File: src/rtl/mcu_target_router_pkg.sv
// Shared definitions for the MCU target router: target ids, FSM encodings
// and the start-byte id range check.
package mcu_target_router_pkg;

    localparam logic [7:0] TGT_SYS = 8'd1;
    localparam logic [7:0] TGT_HID = 8'd2;
    localparam logic [7:0] TGT_OSD = 8'd3;
    localparam logic [7:0] TGT_SDC = 8'd4;

    localparam logic [1:0] ST_IDLE    = 2'd0;
    localparam logic [1:0] ST_ROUTE   = 2'd1;
    localparam logic [1:0] ST_DISCARD = 2'd2;

    // Full 8-bit compare so ids above the target count never alias onto a valid index.
    function automatic logic id_in_range(input logic [7:0] id, input int unsigned n);
        return (id >= TGT_SYS) && ({24'd0, id} <= n);
    endfunction

endpackage

File: src/rtl/mcu_target_router_frame_watchdog.sv
// Idle-clock watchdog for an open frame: clears on clr or when disabled,
// saturates at TIMEOUT_CYCLES and pulses expire on the clock it gets there.
module mcu_target_router_frame_watchdog #(
    parameter logic [23:0] TIMEOUT_CYCLES = 24'd1000000
) (
    input  logic clk,
    input  logic rst,
    input  logic clr,
    input  logic en,
    output logic expire
);

    logic [23:0] cnt_q;
    logic [23:0] cnt_d;

    always_comb begin
        cnt_d  = cnt_q;
        expire = 1'b0;
        if (clr || !en) begin
            cnt_d = 24'd0;
        end else if ((TIMEOUT_CYCLES != 24'd0) && (cnt_q != TIMEOUT_CYCLES)) begin
            cnt_d = cnt_q + 24'd1;
        end
        // A timeout of zero disables the abort entirely.
        if ((TIMEOUT_CYCLES != 24'd0) && en && !clr && (cnt_q == TIMEOUT_CYCLES - 24'd1)) begin
            expire = 1'b1;
        end
    end

    always_ff @(posedge clk or posedge rst) begin
        if (rst) begin
            cnt_q <= 24'd0;
        end else begin
            cnt_q <= cnt_d;
        end
    end

endmodule

File: src/rtl/mcu_target_router.sv
// Splits the MCU SPI byte stream between command targets by a leading id byte,
// muxes the selected target's reply back and merges target interrupts.
//
//   state   | meaning
//   IDLE    | no frame open
//   ROUTE   | frame open, data bytes go to target sel
//   DISCARD | frame open with an invalid id, data bytes dropped
module mcu_target_router
    import mcu_target_router_pkg::*;
#(
    parameter int          NUM_TARGETS    = 4,
    parameter logic [23:0] TIMEOUT_CYCLES = 24'd1000000,
    parameter logic [7:0]  UNKNOWN_RESP   = 8'hFF
) (
    input  logic                       clk,
    input  logic                       reset,
    input  logic                       mcu_strobe,
    input  logic                       mcu_start,
    input  logic [7:0]                 mcu_din,
    output logic [7:0]                 mcu_dout,
    output logic [NUM_TARGETS-1:0]     tgt_strobe,
    output logic [NUM_TARGETS-1:0]     tgt_start,
    output logic [7:0]                 tgt_din,
    input  logic [8*NUM_TARGETS-1:0]   tgt_dout,
    input  logic [NUM_TARGETS-1:0]     tgt_int,
    output logic                       int_out_n,
    output logic                       frame_error
);

    localparam int SEL_W = (NUM_TARGETS > 1) ? $clog2(NUM_TARGETS) : 1;

    logic [1:0]             state_q,       state_d;
    logic [SEL_W-1:0]       sel_q,         sel_d;
    logic                   first_q,       first_d;
    logic [7:0]             mcu_dout_q,    mcu_dout_d;
    logic [NUM_TARGETS-1:0] tgt_strobe_q,  tgt_strobe_d;
    logic [NUM_TARGETS-1:0] tgt_start_q,   tgt_start_d;
    logic [7:0]             tgt_din_q,     tgt_din_d;
    logic                   int_out_n_q,   int_out_n_d;
    logic                   frame_error_q, frame_error_d;
    logic                   wd_expire;

    mcu_target_router_frame_watchdog #(
        .TIMEOUT_CYCLES(TIMEOUT_CYCLES)
    ) u_watchdog (
        .clk    (clk),
        .rst    (reset),
        .clr    (mcu_strobe),
        .en     (state_q != ST_IDLE),
        .expire (wd_expire)
    );

    always_comb begin
        state_d       = state_q;
        sel_d         = sel_q;
        first_d       = first_q;
        tgt_strobe_d  = '0;
        tgt_start_d   = '0;
        tgt_din_d     = tgt_din_q;
        frame_error_d = 1'b0;

        // A strobe always beats a watchdog expiry in the same clock.
        if (mcu_strobe && mcu_start) begin
            if (id_in_range(mcu_din, NUM_TARGETS)) begin
                state_d = ST_ROUTE;
                sel_d   = SEL_W'(mcu_din - 8'd1);
                first_d = 1'b1;
            end else begin
                state_d       = ST_DISCARD;
                frame_error_d = 1'b1;
            end
        end else if (mcu_strobe) begin
            if (state_q == ST_ROUTE) begin
                tgt_strobe_d[sel_q] = 1'b1;
                tgt_start_d[sel_q]  = first_q;
                tgt_din_d           = mcu_din;
                first_d             = 1'b0;
            end
        end else if (wd_expire) begin
            state_d       = ST_IDLE;
            frame_error_d = 1'b1;
        end
    end

    always_comb begin
        mcu_dout_d = 8'h00;
        case (state_q)
            ST_ROUTE:   mcu_dout_d = tgt_dout[8*int'(sel_q) +: 8];
            ST_DISCARD: mcu_dout_d = UNKNOWN_RESP;
            default:    mcu_dout_d = 8'h00;
        endcase
        int_out_n_d = ~|tgt_int;
    end

    always_ff @(posedge clk or posedge reset) begin
        if (reset) begin
            state_q       <= ST_IDLE;
            sel_q         <= '0;
            first_q       <= 1'b0;
            mcu_dout_q    <= 8'h00;
            tgt_strobe_q  <= '0;
            tgt_start_q   <= '0;
            tgt_din_q     <= 8'h00;
            int_out_n_q   <= 1'b1;
            frame_error_q <= 1'b0;
        end else begin
            state_q       <= state_d;
            sel_q         <= sel_d;
            first_q       <= first_d;
            mcu_dout_q    <= mcu_dout_d;
            tgt_strobe_q  <= tgt_strobe_d;
            tgt_start_q   <= tgt_start_d;
            tgt_din_q     <= tgt_din_d;
            int_out_n_q   <= int_out_n_d;
            frame_error_q <= frame_error_d;
        end
    end

    assign mcu_dout    = mcu_dout_q;
    assign tgt_strobe  = tgt_strobe_q;
    assign tgt_start   = tgt_start_q;
    assign tgt_din     = tgt_din_q;
    assign int_out_n   = int_out_n_q;
    assign frame_error = frame_error_q;

endmodule

File: config.mk
export PLATFORM = sky130hd
export DESIGN_NAME = mcu_target_router
export DESIGN_NICKNAME = d
export VERILOG_FILES = /design/src/rtl/mcu_target_router_pkg.sv /design/src/rtl/mcu_target_router_frame_watchdog.sv /design/src/rtl/mcu_target_router.sv
export SDC_FILE = /design/constraint.sdc
export NUM_CORES = 1
export LEC_CHECK = 0
export ABC_AREA = 1
export CAP_MARGIN = 20
export CORE_MARGIN = 1
export CORE_UTILIZATION = 40
export DETAILED_ROUTE_END_ITERATION = 7
export PLACE_DENSITY = 0.76
export SETUP_SLACK_MARGIN = 0.02
export SLEW_MARGIN = 20
export SYNTH_ARGS = -nofsm -noshare
export SYNTH_HDL_FRONTEND = slang
export SYNTH_SLANG_ARGS = --single-unit
export TNS_END_PERCENT = 5
File: constraint.sdc
create_clock -name clk -period 2 [get_ports clk]
set_clock_uncertainty 0.2 [all_clocks]
set_input_delay 0.4 -clock clk [delete_from_list [all_inputs] [get_ports clk]]
set_output_delay 0.4 -clock clk [all_outputs]
set_load 0.02 [all_outputs]
==> After elaboration in Yosys (flattened, before gate mapping) <==
Index checks and enable logic that the tools add are counted.
{ "totals": {"regBits": 55, "inputBits": 48} }
{ "op_classes": {"add_sub_neg": 2, "magnitude_cmp": 4, "n_eq_ne": 6, "n_shift": 1, "n_mux": 24, "n_bitwise": 2, "reduce_logical": 19} }
{ "ops": {"columns": ["operator", "n"], "rows": [
  ["$mux 24", 2],
  ["$shiftx 32x6->8", 1],
  ["$add 24x1->24 const B", 1],
  ["$eq 24x20->1 const B", 1],
  ["$mux 4", 6],
  ["$ne 24x20->1 const B", 1],
  ["$pmux 8 s2", 1],
  ["$mux 1", 10],
  ["$reduce_bool 2->1", 5],
  ["$ge 8x1->1 const B", 1],
  ["$le 8x3->1 const B", 1],
  ["$mux 2", 4],
  ["$reduce_and 3->1", 2],
  ["$logic_and 1x1->1", 5],
  ["$and 4x4->4", 1],
  ["$ne 2x1->1 const B", 2],
  ["$reduce_and 2->1", 2],
  ["$reduce_or 4->1", 1],
  ["$logic_not 1->1", 3],
  ["$lt 2x3->1 const B", 1],
  ["$demux 1 s2", 1],
  ["$eq 2x1->1 const B", 1],
  ["$eq 2x2->1 const B", 1],
  ["$ge 2x1->1 const B", 1],
  ["other kinds (3)", 3]
]} }

==> Depth between registers and ports, before layout <==
Gate-level depths: netlist of run 1.
{ "depth": {"word_depth": 8, "mapped_depth": 9, "ltp_nobuf": 9} }

==> Cells and area by module <==
A second synthesis of run 1 with hierarchy kept.
{ "unflattened": {"hier_cells": 412, "area_unflattened_um2": 3064.2} }
{ "modules_own_cells": {"columns": ["module", "n_inst", "cells_each", "area_per_inst_um2", "seq_area_each_um2"], "rows": [
  ["mcu_target_router", 1, 205, 1606.5, 777.0],
  ["mcu_target_router_frame_watchdog", 1, 207, 1457.6, 600.6]
]} }

==> Least setup slack after synthesis of run 1 <==
OpenSTA, ideal clock, no wires.
{ "synth_path": {"path_kind": "register -> register", "startpoint": "reg state_q[1]", "endpoint": "reg tgt_din_q[0], in the netlist tgt_din[0]", "arrival_time_ps": 1267, "setup_slack_ps": 406, "path_stages_with_launch": 10, "path_buffers": 2, "period_less_slack_ps": 1594, "path_cell_list": "dfrtp_1 -> inv_1 -> ha_1 -> buf_4 -> nand2_1 -> nor2_1 -> inv_1 -> buf_2 -> nand2_1 -> o21ai_0"} }
{ "synth_via": {"elab_chain_cells": 2} }
{ "synth_lines": {"columns": ["element", "line_no", "rtl"], "rows": [
  ["from (decl)", "mcu_target_router.sv:32", "logic [1:0] state_q, state_d;"],
  ["from (signal assigned)", "mcu_target_router.sv:107", "state_q <= state_d;"],
  ["$eq 2x1->1", "mcu_target_router.sv:73", "if (state_q == ST_ROUTE) begin"],
  ["$reduce_and 3->1 (no source line)", null, null],
  ["to (signal assigned)", "mcu_target_router.sv:113", "tgt_din_q <= tgt_din_d;"],
  ["to (decl)", "mcu_target_router.sv:38", "logic [7:0] tgt_din_q, tgt_din_d;"]
]} }
No other way between the ends.
A chain may end at the register's enable or synchronous reset.

==> Worst setup path in the final report of run 1 <==
{ "layout_path": {"startpoint": "reg tgt_din_q[0], in the netlist tgt_din[0]", "endpoint": "out tgt_din[0]"} }
{ "layout_lines": {"columns": ["element", "line_no", "rtl"], "rows": [
  ["to (decl)", "mcu_target_router.sv:23", "output logic [7:0] tgt_din,"]
]} }
No word-level cell between the ends.

==> impl_results.md, run 1 <==
* Total wire length at 6960 um
* # rows at 31
* Antenna cell count at 0
* Arr. time, crit path at 1.32 ns
* Total Power at 2.26 mW
* Setup CP Type: reg2out
* Synth Flop Type: dfrtp_1
* Syn_area_per_cell at 7.52 sq um
* Worst Path Max Fanout at 2
* Final nets at 536
* Syn. warnings at 0
* CTS tree: yes
* Post-synth EDFFs at 0
* Synth Cell Area at 3000 sq um
* Startpoint Class: flip-flop
* DR vias/cell at 4.87
* Hold crit path type: in2async
* Top-count cell post-synth: nand2_1
* RSZ-0062 raised after global routing: false
* Starting Density at 0.414
* Largest delay contributor family on the critical path: buffers and inverters
* # DRC at 0
* Area leader, netlist: dfrtp_1
* Critical path cell sequence: clkdlybuf4s50_1
* Worst EP required at 1.40 ns
* Tcrit/Tclk final at 0.959
* Ratio of cells with drive above 1 in the final layout at 0.0938
* Tmin final at 1.92 ns
* Remaining antenna violation count at 0
* 1st-pass router iterations at 4
* Clock sink total at 55
* Worst path slowest cell: clkdlybuf4s50_1
* Status: finished, final reports clean
* CP max stage delay at 0.63 ns
* DR vias at 2822
* Setup ws final at 0.0828 ns
* First-pass GRT wire length at 11600 um
* Fin. Hold Viols at 0
* Max IR drop VDD at 248 uV
* Routability congestion estimate at 0.846
* Register area share after synthesis at 0.459
* 1st-iter DRT viols at 125
* Die Area at 7850 sq um
* Hold_buf cts at 0
* Initial antenna violation count at 0
* Post-CTS sizing at 1
* FF+latch count, synth at 55
* Chip height at 88.6 um
* CTS buffer count at 5
* Post-place setup slack at -0.00823 ns
* Max-Cap Viols at 0
* H-tree depth at 2
* Post-synth top cells: nand2_1 (114), dfrtp_1 (54), nor2_1 (52)
* HPWL after detailed placement at 5630 um
* Syn nets at 455
* WL/cell at 12.0 um
* Ports at 74
* Largest net degree at the start of global routing at 30
* Static Leak at 1.83 nW
* Pwr dens at 568 nW/um^2
* Worst path bufs/invs at 1
* Slew @ Worst Pin at 0.581 ns
* Number of buffers inserted by port buffering at 73
* Synth top area cells: dfrtp_1 (45%), nand2_1 (14%), nor2_1 (6.5%)
* Chip width at 88.6 um
* Unique cell type count in the Yosys netlist at 26
* Vias in the first global route at 2623
* FFs w/ async S/R, synth at 1.00
* Yosys top cell area share at 0.450
* Clock Tree Buf Depth at 2
* Clock transition at path regs at 0.09 ns
* Clock latency on the worst-skew pair at 0.31 ns
* Post-Syn Instances at 399
* Fmax at 522 MHz
* Root buffer cell: clkbuf_8
* Grt ovf at 0
* Area grow syn2layout at 32.7%
* Finish-stage setup viols at 0
* Total GRT Usage at 0.192
* Max Slew Vio Count at 0
* CP Capture Type: output port
* Core box area at 7250 sq um
* Post-CTS Setup Bufs at 0
* Max-slew headroom at 0.612
==> final timing paths <==
kind | start | end | slack (ns) | cells after the start
setup / recovery | tgt_din[0] | tgt_din[0] | 0.08 | 1
hold / removal | reset | tgt_start[1] | 0.16 | 2
setup reg to reg | u_watchdog.cnt_q[0] | u_watchdog.cnt_q[12] | 0.28 | 9
hold reg to reg | tgt_din[3] | tgt_din[3] | 0.28 | 2
max in group asynchronous | reset | u_watchdog.cnt_q[14] | 0.94 | 3
min in group clk | tgt_din[3] | tgt_din[3] | 0.28 | 2
==> stage by stage <==
step	setup TNS, ns	util	instance area (sq um)	hold slack [ns]	std cells
2_1_floorplan	0	-	3000	0.232	399
3_3_place_gp	0	0.537	3890	0.260	572
3_5_place_dp	-0.00823	0.537	3890	0.267	572
4_1_cts	0	0.549	3980	0.161	579
5_1_grt	0	0.549	3980	0.177	579
6_report	0	0.549	3980	0.161	579
==> registers in the layout, summed over array words and instances, names as in the netlist <==
signal	count
u_watchdog.cnt_q	24
mcu_dout	8
tgt_din	8
tgt_start	4
tgt_strobe	4
sel_q	2
state_q	2
first_q	1
frame_error	1
int_out_n	1
==> cells in the final DEF (no fill, tap or decap), types with 2 or more instances in the layout <==
master,netlist,layout
clkdlybuf4s50_1,0,72
nor2_1,52,52
nor2_2,10,10
nor4_1,2,2
nand4_1,11,11
nor2_8,2,2
ha_1,8,8
clkbuf_8,0,6
o21ai_0,14,14
nand3_1,35,35
nand2_2,7,7
dfrtp_1,54,54
nor2_4,2,2
buf_4,2,8
inv_1,39,38
nor3_1,10,10
a21oi_1,20,20
inv_2,4,5
nand2_1,114,114
==> routing by layer <==
| metal | share of wire | GRT usage | vias to the layer above |
|---|---|---|---|
| li1 | - | - | 1430 |
| met1 | 0.43 | 0.229 | 1300 |
| met2 | 0.49 | 0.338 | 82 |
| met3 | 0.064 | 0.0504 | 10 |
| met4 | 0.015 | 0.0601 | 0 |
| met5 | 0 | 0 | - |
==> power breakdown <==
group          internal (mW)  switching [mW]  leakage (nW)
Clock                  0.279           0.357        0.0477
Combinational          0.210           0.228          1.04
Sequential              1.16          0.0294         0.742
Total                   1.65           0.615          1.83
==> worst register-to-register path: stages (launching register included) <==
cell	delay, ns
dfrtp_1	0.44
ha_1	0.19
nand2_1	0.10
nor2_4	0.14
nand2_1	0.12
inv_1	0.16
nand3_1	0.12
nand2_1	0.08
nand2_1	0.04
nor2_1	0.09
==> cell families after synthesis <==
group,count (synthesis),synth area share
buf+inv,51,0.0680
compound gates,34,0.0567
xor+xnor,1,0.00292
flops,55,0.459
simple gates,250,0.380
fa+ha+maj,8,0.0334
==> final cells by class <==
type,count,area [sq um]
clock buffer,6,82.6
clock inverter,1,8.76
fill,692,3270
inverter,43,161
multi-input combinational,293,1420
sequential,55,1380
tap,99,124
timing repair buffer,82,810
(Power assumes the default switching activity.)
==> inputs of run 2 (changes only) <==
Settings changed: CTS_CLUSTER_SIZE from default to 10.
==> results of run 2 <==
The final DEF is identical to that of run 1; final timing and power are the same.
